**src/rtl/lsu_dmem_ctrl.sv**
```systemverilog
// Load/store initiator for the word-addressed data memory. Accepts one
// byte/half/word request at a time, checks alignment, range and the PMP
// verdict, performs the access (read-modify-write for sub-word stores) and
// returns extended load data or a fault code via a valid/ready response.
module lsu_dmem_ctrl #(
  parameter int MEM_AW = 9
) (
  input  logic              clk,
  input  logic              rst_n,
  input  logic              req_valid,
  output logic              req_ready,
  input  logic              req_write,
  input  logic [31:0]       req_addr,
  input  logic [1:0]        req_size,
  input  logic              req_unsigned,
  input  logic [31:0]       req_wdata,
  output logic [31:0]       chk_addr,
  output logic              chk_write,
  input  logic              chk_ok,
  output logic              mem_read,
  output logic              mem_write,
  output logic [MEM_AW-1:0] mem_addr,
  output logic [31:0]       mem_wdata,
  input  logic [31:0]       mem_rdata,
  output logic              rsp_valid,
  input  logic              rsp_ready,
  output logic [31:0]       rsp_rdata,
  output logic [1:0]        rsp_fault
);

  typedef enum logic [2:0] {
    IDLE,
    CHECK,
    LOAD,
    RMW_RD,
    WRITE,
    RESP
  } state_t;

  localparam logic [1:0] SIZE_BYTE = 2'b00;
  localparam logic [1:0] SIZE_HALF = 2'b01;
  localparam logic [1:0] SIZE_WORD = 2'b10;

  localparam logic [1:0] FAULT_NONE   = 2'b00;
  localparam logic [1:0] FAULT_ALIGN  = 2'b01;
  localparam logic [1:0] FAULT_ACCESS = 2'b10;

  // First byte address beyond the memory.
  localparam logic [31:0] MEM_BYTES = 32'd4 << MEM_AW;

  state_t      state, next_state;
  logic [31:0] addr_q;
  logic [1:0]  size_q;
  logic        write_q;
  logic        unsigned_q;
  logic [31:0] wdata_q;
  logic [31:0] merged_q;
  logic [31:0] rdata_q;
  logic [1:0]  fault_q;

  logic [1:0]  fault_code;
  logic [4:0]  lane_shift;
  logic [31:0] lane_data;
  logic [31:0] load_value;
  logic [31:0] merge_value;

  // Moore outputs: every strobe is a pure function of the current state, so
  // an asynchronous reset of the state register drops them immediately.
  assign req_ready = (state == IDLE);
  assign mem_read  = (state == LOAD) || (state == RMW_RD);
  assign mem_write = (state == WRITE);
  assign rsp_valid = (state == RESP);
  assign mem_wdata = (state == WRITE) ? merged_q : 32'd0;
  assign mem_addr  = addr_q[MEM_AW+1:2];
  assign chk_addr  = addr_q;
  assign chk_write = write_q;
  assign rsp_rdata = rdata_q;
  assign rsp_fault = fault_q;

  // Fault classification with priority misaligned > range > PMP.
  always_comb begin
    // NOTE: every signal assigned here gets a default first so no path can
    // leave it unassigned and infer a latch.
    fault_code = FAULT_NONE;
    if ((size_q == 2'b11) ||
        (size_q == SIZE_HALF && addr_q[0]) ||
        (size_q == SIZE_WORD && addr_q[1:0] != 2'b00)) begin
      fault_code = FAULT_ALIGN;
    end else if (addr_q >= MEM_BYTES || !chk_ok) begin
      fault_code = FAULT_ACCESS;
    end
  end

  // Little-endian lane extraction for loads and lane merge for sub-word stores.
  always_comb begin
    lane_shift = {addr_q[1:0], 3'b000};
    lane_data  = mem_rdata >> lane_shift;
    load_value = mem_rdata;
    merge_value = mem_rdata;
    case (size_q)
      SIZE_BYTE: begin
        load_value  = unsigned_q ? {24'd0, lane_data[7:0]}
                                 : {{24{lane_data[7]}}, lane_data[7:0]};
        merge_value = (mem_rdata & ~(32'h0000_00FF << lane_shift)) |
                      ({24'd0, wdata_q[7:0]} << lane_shift);
      end
      SIZE_HALF: begin
        load_value  = unsigned_q ? {16'd0, lane_data[15:0]}
                                 : {{16{lane_data[15]}}, lane_data[15:0]};
        merge_value = (mem_rdata & ~(32'h0000_FFFF << lane_shift)) |
                      ({16'd0, wdata_q[15:0]} << lane_shift);
      end
      default: begin
        load_value  = mem_rdata;
        merge_value = mem_rdata;
      end
    endcase
  end

  // State register.
  always_ff @(posedge clk or negedge rst_n) begin
    if (!rst_n) begin
      state <= IDLE;
    end else begin
      // NOTE: sequential state uses non-blocking assignment so every register
      // samples its inputs from before the edge, independent of block order.
      state <= next_state;
    end
  end

  // Next-state decode.
  always_comb begin
    next_state = state;
    case (state)
      IDLE:    if (req_valid) next_state = CHECK;
      CHECK: begin
        if (fault_code != FAULT_NONE)  next_state = RESP;
        else if (!write_q)             next_state = LOAD;
        else if (size_q == SIZE_WORD)  next_state = WRITE;
        else                           next_state = RMW_RD;
      end
      LOAD:    next_state = RESP;
      RMW_RD:  next_state = WRITE;
      WRITE:   next_state = RESP;
      RESP:    if (rsp_ready) next_state = IDLE;
      default: next_state = IDLE;
    endcase
  end

  // Request latch, write-data staging and response capture.
  always_ff @(posedge clk or negedge rst_n) begin
    if (!rst_n) begin
      addr_q     <= '0;
      size_q     <= '0;
      write_q    <= 1'b0;
      unsigned_q <= 1'b0;
      wdata_q    <= '0;
      merged_q   <= '0;
      rdata_q    <= '0;
      fault_q    <= FAULT_NONE;
    end else begin
      case (state)
        IDLE: begin
          if (req_valid) begin
            addr_q     <= req_addr;
            size_q     <= req_size;
            write_q    <= req_write;
            unsigned_q <= req_unsigned;
            wdata_q    <= req_wdata;
          end
        end
        CHECK: begin
          fault_q  <= fault_code;
          rdata_q  <= '0;
          merged_q <= wdata_q;
        end
        LOAD:    rdata_q  <= load_value;
        RMW_RD:  merged_q <= merge_value;
        default: ;
      endcase
    end
  end

endmodule

```
**config.mk**
```make
export PLATFORM = sky130hd
export DESIGN_NAME = lsu_dmem_ctrl
export DESIGN_NICKNAME = d
export VERILOG_FILES = /design/src/rtl/lsu_dmem_ctrl.sv
export SDC_FILE = /design/constraint.sdc
export NUM_CORES = 1
export LEC_CHECK = 0
export BUFFER_PORTS_ARGS = -buffer_cell sky130_fd_sc_hd__buf_2
export CAP_MARGIN = 20
export CORE_ASPECT_RATIO = 1.75
export CORE_MARGIN = 1
export CORE_UTILIZATION = 35
export CTS_CLUSTER_DIAMETER = 30
export CTS_CLUSTER_SIZE = 25
export DETAILED_ROUTE_END_ITERATION = 8
export HOLD_SLACK_MARGIN = 0.1
export PLACE_DENSITY = 0.62
export SYNTH_ARGS = -nofsm -noshare
export SYNTH_HDL_FRONTEND = slang
export SYNTH_SLANG_ARGS = --single-unit
```
**constraint.sdc**
```tcl
create_clock -name clk -period 6.36 [get_ports clk]
set_clock_uncertainty 0.15 [all_clocks]
set_input_delay 0.636 -clock clk [delete_from_list [all_inputs] [get_ports clk]]
set_output_delay 0.636 -clock clk [all_outputs]
set_load 0.1 [all_outputs]
```
==> results of run 1 <==
-- cells in the final DEF (no fill, tap or decap), types with 9 or more instances in the layout --
cell	count
a221o_1	16
nor2_1	64
dfrtp_1	137
and2_1	40
nand2_1	28
nor2b_1	19
a211oi_1	9
buf_4	10
o21ai_0	54
nand2b_1	10
buf_2	215
a32oi_1	9
a21oi_1	20
a22oi_1	15
a22o_1	15
nand3_1	10
o211ai_1	10
mux2i_1	12
a221oi_1	16
mux2_2	66
clkbuf_16	17
-- synthesized netlist by cell type (2+ instances only) --
| master | count | area, um^2 |
|---|---|---|
| mux2i_1 | 12 | 120 |
| buf_1 | 3 | 11.3 |
| buf_2 | 15 | 75.1 |
| a21oi_1 | 20 | 100 |
| ha_1 | 4 | 50.1 |
| nand2b_1 | 11 | 68.8 |
| a22oi_1 | 15 | 113 |
| a221oi_1 | 16 | 140 |
| nor2b_1 | 19 | 119 |
| buf_4 | 15 | 113 |
| o211ai_1 | 10 | 75.1 |
| nand2_1 | 28 | 105 |
| mux2_2 | 66 | 743 |
| and2_1 | 41 | 257 |
| a32oi_1 | 9 | 78.8 |
| clkbuf_1 | 28 | 105 |
| inv_1 | 5 | 18.8 |
| o221ai_1 | 7 | 61.3 |
| nand3b_1 | 2 | 15.0 |
| a22o_1 | 15 | 131 |
| o21ai_0 | 54 | 270 |
| a31oi_1 | 2 | 12.5 |
| nor3_1 | 6 | 30.0 |
| a211oi_1 | 9 | 67.6 |
| nor3b_1 | 8 | 60.1 |
| nand3_1 | 10 | 50.1 |
| a221o_1 | 16 | 160 |
| dfrtp_1 | 137 | 3430 |
| nor4_1 | 4 | 25.0 |
| a211o_1 | 8 | 70.1 |
| nor2_1 | 65 | 244 |
-- layout make-up --
type / instances / area [um^2]
fill: 1998 / 10900
sequential: 137 / 3430
multi-input combinational: 470 / 3300
timing repair buffer: 226 / 1160
clock buffer: 18 / 439
tap: 245 / 307
clock inverter: 13 / 146
inverter: 5 / 18.8
antenna: 1 / 2.50
-- worst register-to-register path, cell delays in order, from the launching register on --
cell and delay [ps]:
dfrtp_1 780, buf_4 410, inv_1 180, ha_1 320, mux2i_1 510, o21ai_0 170
o211ai_1 140, a22o_1 150
-- final timing paths --
path | to | startpoint
worst min register to register | rsp_rdata[2] | rsp_rdata[2]
worst max-delay path | mem_wdata[18] | state[2]
max in group asynchronous | rsp_rdata[28] | rst_n
worst max register to register | merged_q[20] | chk_addr[0]
min in group clk | size_q[1] | req_size[1]
worst min-delay path | chk_addr[20] | rst_n
-- sequential cells by signal (all words and copies together) (netlist names) --
name,cells
chk_addr,32
merged_q,32
rsp_rdata,32
wdata_q,32
state,3
rsp_fault,2
size_q,2
chk_write,1
unsigned_q,1
-- power breakdown --
group | total [mW] | leakage, nW | switching (mW) | internal, mW
Combinational | 3.00 | 2.20 | 2.26 | 0.736
Clock | 0.996 | 0.271 | 0.407 | 0.589
Sequential | 1.57 | 1.72 | 0.363 | 1.20
Total | 5.56 | 4.19 | 3.03 | 2.53
-- routing by layer --
layer  GRT usage  vias up  share of wire
met5           0        -              0
met4       0.121        0          0.043
met3      0.0493       43          0.064
met2       0.404      285           0.54
met1       0.251     3005           0.36
li1            -     2830              -
-- kinds of logic after synthesis --
logic type / count (synthesis) / share of synthesized area
compound gates: 187 / 0.190
buf+inv: 67 / 0.0473
simple gates: 200 / 0.146
xor+xnor: 1 / 0.00124
fa+ha+maj: 4 / 0.00709
mux: 78 / 0.122
flops: 137 / 0.486
-- per-stage QoR --
step	worst slack [ps]	hold slack [ps]
finish	3160	116
CTS	3100	135
floorplan	2380	190
global placement	3590	310
detailed placement	3520	319
global route	2990	177
==> impl_summary.log, run 1 <==
INFO  metric count_of_buffer_and_inverter_cells_on_the_critical_path = 2
INFO  metric via_count_of_the_first_global_routing_pass = slightly below 6000
INFO  metric relSlewSlack = 0.346
INFO  metric grt_pass1_wl = roughly 35000 um
INFO  metric synthToLayoutAreaGrowth = 24.8%
INFO  metric grt_max_degree = 85
INFO  metric grt_setup_unrepaired = no
INFO  metric status = finished clean
INFO  metric synth_nets = around 780
INFO  metric ios = ~220
INFO  metric clock_path_buffers = 2
INFO  metric worst_ep_required_time = roughly 5600 ps
INFO  metric tightestPinTransition = around 1000 ps
INFO  metric final_core_utilization = 0.446
INFO  metric holdCritPathClass = in -> async
INFO  metric synthesis.area = 7060 um^2
INFO  metric fin_crit_sh = 0.503
INFO  metric clock_latency = between 400 and 500 ps
INFO  metric grt_antenna_before_repair = 1
INFO  metric reg2reg_slack = 3460 ps
INFO  metric vias_per_cell = about 5.5
INFO  metric detailed_route_drc_error_count = 0
INFO  metric setup_tns = 0 ps
INFO  metric via_count = 6163
INFO  metric setup_fix_bufs_post_cts = 0
INFO  metric ant_nets = 0
INFO  metric critical-path-max-stage-delay = ~550 ps
INFO  metric post-place-cells = approximately 1100
INFO  metric syn_inst = 674
INFO  metric post_drt_wl_per_cell = around 21 um
INFO  metric critPathMaxFanout = 24
INFO  metric criticalPathCategory = reg -> out
INFO  metric synthesis.area_per_instance = roughly 10 um^2
INFO  metric floorplan.initialDensity = 0.358
INFO  metric clock-root-buffer = clkbuf_16
INFO  metric cts_max_level = 4
INFO  metric dpl-instance-area = between 8000 and 9000 um^2
INFO  metric power.total = ~5.6 mW
INFO  metric detail_route.wirelength = approximately 23000 um
INFO  metric chipHeight = 190 um
INFO  metric yosys_warnings = 0
INFO  metric max_freq = between 300 and 400 MHz
INFO  metric timing.critical_path.cells = nand2b_1 -> nor2_2 -> buf_4 -> and2_1 -> buf_2
INFO  metric worst_r2r_path_depth = 7
INFO  metric port-buffer-count = about 220
INFO  metric clk_transition_reported_paths = about 60 ps
INFO  metric synth_async_sr_flop_share = 1.00
INFO  metric final-max-slew-violation-count = 0
INFO  metric peakVddDrop = 0.000541 V
INFO  metric floorplan.rows = 68
INFO  metric gp_congestion = about 0.90
INFO  metric timing_hold_violations_final = 0
INFO  metric grtUsageTotal = 0.229
INFO  metric power.static_leakage = around 4.2 nW
INFO  metric final_area = 8810 um^2
INFO  metric critPathArrivalTime = around 2400 ps
INFO  metric design.die.area = 20800 um^2
INFO  metric drive_above_1_share = 0.380
INFO  metric drt_pass1_iterations = 5
INFO  metric worst_path_dominant_cell_family = buffers and inverters
INFO  metric tritoncts.num_buffers = 17
INFO  metric sum_of_net_half_perimeters_after_detailed_placement = between 15000 and 20000 um
INFO  metric cp-end-kind = primary output
INFO  metric number_of_synthesized_flops_with_an_enable_pin = 0
INFO  metric grt_overflow = 0
INFO  metric max-cap-violations = 0
INFO  metric tritoncts_num_sinks = 137
INFO  metric tritoncts = done
INFO  metric cp_num_cells = 5
INFO  metric setup_viol_count_final = 0
INFO  metric synthFlopType = dfrtp_1
INFO  metric synth.ff_latch_count = roughly 140
INFO  metric cts_hold_buf = 0
INFO  metric design.core.area = slightly below 20000 um^2
INFO  metric postCtsResizedCells = 0
INFO  metric cell_type_of_the_slowest_stage_on_the_worst_timing_path = dfrtp_1
INFO  metric final_cells = between 1000 and 1500
INFO  metric count_of_distinct_cell_types_in_the_synthesized_netlist = 45
INFO  metric power_density = 631 nW/um^2
INFO  metric synth-seq-area-share = 0.486
INFO  metric crit_path_start_kind = flop
INFO  metric period_needed = 3200 ps
INFO  metric drt-initial-drc-count = ~400
INFO  metric chipWidth = around 110 um
INFO  metric nets = between 900 and 1000
No activity file was read; power rests on OpenSTA's default activity.
==> run 2, diff against run 1 <==
--- a/config.mk
+++ b/config.mk
@@ -5,6 +5,7 @@
 export SDC_FILE = /design/constraint.sdc
 export NUM_CORES = 1
 export LEC_CHECK = 0
+export ABC_AREA = 1
 export BUFFER_PORTS_ARGS = -buffer_cell sky130_fd_sc_hd__buf_2
 export CAP_MARGIN = 20
 export CORE_ASPECT_RATIO = 1.75
==> constraint.sdc (replaced) <==
create_clock -name clk -period 3 [get_ports clk]
set_clock_uncertainty 0.15 [all_clocks]
set_input_delay 0.3 -clock clk [delete_from_list [all_inputs] [get_ports clk]]
set_output_delay 0.3 -clock clk [all_outputs]
set_load 0.1 [all_outputs]
==> run 2 against run 1 <==
The flow now finishes with violations (design-rule violations). First-iteration DRC count rose by 22%. Register-to-register slack got worse by 2600 ps. Hold slack improved by 9.4 ps. Final area up 15%. Worst setup slack got worse by 3000 ps.
==> impl_summary.log, run 2 <==
INFO  metric tritoncts.num_buffers = 17 (unchanged)
INFO  metric grt_antenna_before_repair = 1 (unchanged)
INFO  metric timing.critical_path.cells = nor2_1 -> inv_1 -> nor2_4 -> inv_1 -> buf_4 -> nor2_1 -> buf_2
INFO  metric tightestPinTransition = 676 ps (-304 ps)
INFO  metric hold_path_startpoint = mem_rdata[15]
INFO  metric synthesis.area_per_instance = 8.00 um^2 (-24%)
INFO  metric chipHeight = 195 um (+2.5%)
INFO  metric detailed_route_drc_error_count = 10 (+10)
INFO  metric synthFlopType = dfrtp_1
INFO  metric reg2reg_slack = 910 ps (-2550 ps)
INFO  metric synth_top_area_frac = 0.462 (-0.0240)
INFO  metric ant_nets = 0 (unchanged)
INFO  metric reg2reg_from = size_q[1]
INFO  metric via_count_of_the_first_global_routing_pass = 7527 (+26%)
INFO  metric relSlewSlack = 0.548 (+0.202)
INFO  metric fillers = 2067 (+3.5%)
INFO  metric drt_pass1_iterations = 7 (+2)
INFO  metric post_drt_wl_per_cell = 17.4 um (-16%)
INFO  metric worst_path_dominant_cell_family = buffers and inverters
INFO  metric period_needed = around 2800 ps
INFO  metric floorplan.initialDensity = 0.356 (-0.00138)
INFO  metric ios = 217 (unchanged)
INFO  metric timing_hold_violations_final = 0 (unchanged)
INFO  metric drt-initial-drc-count = 486 (+22%)
INFO  metric met3_length = 1290 um (-13%)
INFO  metric chipWidth = 112 um (+2.5%)
INFO  metric clock-root-buffer = clkbuf_16
INFO  metric setup_fix_bufs_post_cts = 0 (unchanged)
INFO  metric whs_endpoint = rsp_rdata[15]
INFO  metric worst_ep_required_time = 2550 ps (-3020 ps)
INFO  metric grt_pass1_wl = 40300 um (+16%)
INFO  metric synth_area_leaders = dfrtp_1 46%, nand2_1 8.5%, a21oi_1 5.7%, inv_1 5.3%, nand3_1 5.2%
INFO  metric wl_met2 = 13600 um (+9.5%)
INFO  metric wl_met1 = 9530 um (+16%)
INFO  metric detail_route.wirelength = 25500 um (+10%)
INFO  metric design.die.area = 21800 um^2 (+5.1%)
INFO  metric cp-end-kind = primary output
INFO  metric synth.ff_latch_count = 137 (unchanged)
INFO  metric drive_above_1_share = 0.292 (-0.0881)
INFO  metric grtUsageTotal = 0.241 (+0.0125)
INFO  metric clock_path_buffers = 2 (unchanged)
INFO  metric port-buffer-count = 216 (unchanged)
INFO  metric synth-seq-area-share = 0.462 (-0.0240)
INFO  metric tritoncts = done
INFO  metric max-cap-violations = 0 (unchanged)
INFO  metric layout.cells.most_common_list = 215 x buf_2, 169 x nand2_1, 137 x dfrtp_1
INFO  metric cell_type_of_the_slowest_stage_on_the_worst_timing_path = buf_4
INFO  metric clk_transition_reported_paths = 60 ps (about the same)
INFO  metric violations = design-rule violations
INFO  metric grt_overflow = 0 (unchanged)
INFO  metric gp_congestion = 0.943 (+4.3%)
INFO  metric count_of_distinct_cell_types_in_the_synthesized_netlist = 32 (-29%)
INFO  metric fin_crit_sh = 0.945
INFO  metric power_density = 1280 nW/um^2 (+100%)
INFO  metric synthToLayoutAreaGrowth = 36.4%
INFO  metric synthTopCellsByCount = 169 x nand2_1, 137 x dfrtp_1, 105 x inv_1, 91 x nor2_1, 84 x a21oi_1
INFO  metric vias_per_cell = 5.09 (-7.8%)
INFO  metric status = complete, but fails checks
INFO  metric critPathArrivalTime = 2380 ps (-40 ps)
INFO  metric power.static_leakage = 5.26 nW (+26%)
INFO  metric synthesis.area = 7420 um^2 (+5.2%)
INFO  metric yosys_warnings = 0 (unchanged)
INFO  metric synth_async_sr_flop_share = 1.00 (unchanged)
INFO  metric setup_viol_count_final = 0 (unchanged)
INFO  metric peakVddDrop = 0.00116 V (+120%)
INFO  metric final-max-slew-violation-count = 0 (unchanged)
INFO  metric via_count = 7474 (+21%)
INFO  metric worst_r2r_path_depth = 7 (unchanged)
INFO  metric synth_nets = 1037 (+32%)
INFO  metric yosysTopAreaCell = dfrtp_1
INFO  metric grt_setup_unrepaired = no
INFO  metric min_delay_path_depth = 5
INFO  metric grt_max_degree = 47 (-45%)
INFO  metric max_freq = roughly 350 MHz
INFO  metric design.core.area = 20800 um^2 (+5.6%)
INFO  metric layout_commonest_cell = buf_2
INFO  metric setup_tns = 0 ps (unchanged)
INFO  metric power.total = 13.0 mW (+130%)
INFO  metric floorplan.rows = 70 (+2.9%)
INFO  metric holdCritPathClass = in -> reg
INFO  metric nets = 1310 (+36%)
INFO  metric number_of_synthesized_flops_with_an_enable_pin = 0 (unchanged)
INFO  metric sum_of_net_half_perimeters_after_detailed_placement = 18800 um (+13%)
INFO  metric tritoncts_num_sinks = 137 (unchanged)
INFO  metric highest_layer = met4
INFO  metric critical-path-max-stage-delay = 470 ps (-80 ps)
INFO  metric count_of_buffer_and_inverter_cells_on_the_critical_path = 4 (+2)
INFO  metric synth_most_common_cell = nand2_1
INFO  metric criticalPathCategory = reg -> out
INFO  metric clock_latency = 420 ps (about the same)
INFO  metric cts_max_level = 4 (unchanged)
INFO  metric critPathMaxFanout = 21 (-13%)
INFO  metric crit_path_start_kind = flop
INFO  metric critical_path.reg2reg.endpoint = rsp_rdata[28]
INFO  metric syn_inst = 928 (+38%)
==> run 2: changes by cell type after synthesis, sizes merged, moves of 19 or more <==
cell and delta:
and2 -41, a21oi +64, mux2 -34, inv +112
nor2 +28, nor2b -19, o22ai +25, nand2 +147
nand3 +72
==> run 2: logic make-up (layout without fill, tap and decap cells) <==
family                   Yosys count  count (layout)  share of synthesized area
AND/OR/NAND/NOR                  354             354                      0.204
other                              0               1                          0
multiplexers                      32              32                     0.0485
flip-flops                       137             137                      0.462
AO/OA/AOI/OAI                    217             217                      0.167
buffers and inverters            184             470                      0.112
adder cells (fa/ha/maj)            4               4                    0.00674
==> run 2: worst max path at each step <==
stage / cells after the start / endpoint / startpoint / slack [ps]
floorplan: 5 / mem_wdata[0] / state[0] / -70
global placement: 7 / mem_wdata[31] / state[0] / 650
detailed placement: 7 / mem_wdata[31] / state[0] / 590
CTS: 7 / mem_wdata[31] / state[0] / 130
global route: 7 / mem_wdata[31] / state[0] / 10
finish: 7 / mem_wdata[31] / state[0] / 170
==> run 2: tightest hold or removal path: stages <==
cell and delay (ps):
buf_2 100, nand2_1 80, nand3_1 90, nand2_1 50, nand2_1 40
==> run 2: metrics by stage <==
step | cell area, um^2 | setup slack [ps] | std cells | hold slack [ps] | utilization
floorplan | 7520 | -66.6 | 928 | -146 | -
global placement | 8710 | 647 | 1348 | 107 | 0.418
detailed placement | 8710 | 590 | 1348 | 107 | 0.418
CTS | 10100 | 132 | 1466 | 108 | 0.486
global route | 10100 | 11.4 | 1467 | 148 | 0.486
finish | 10100 | 166 | 1467 | 126 | 0.486
==> run 2: layout make-up <==
type | instances | area (um^2) | area share
repair buffers | 321 | 2130 | 0.210
well taps | 252 | 315 | 0.0311
multi-input cells | 607 | 3260 | 0.322
clock inverters | 11 | 100 | 0.00988
inverters | 117 | 442 | 0.0436
flip-flops and latches | 137 | 3430 | 0.339
clock buffers | 21 | 450 | 0.0445
diodes | 1 | 2.50 | 0.000247
==> run 2: repair_timing <==
item / CTS / global route
endpoints found under the hold margin: 167 / 0
resized for setup: 0 / 0
hold buffers: 86 / 0
==> run 2: report_power, final <==
group	internal, mW	switching, mW	leakage (nW)	total (mW)
combinational	1.65	6.45	3.37	8.10
sequential	2.54	0.381	1.63	2.92
clock	1.16	0.815	0.255	1.97
==> run 2: layer usage <==
layer  vias to the layer above  GRT usage
met5                         -          0
met2                       270      0.435
met4                         0      0.134
li1                       3611          -
met3                        50     0.0390
met1                      3543      0.267
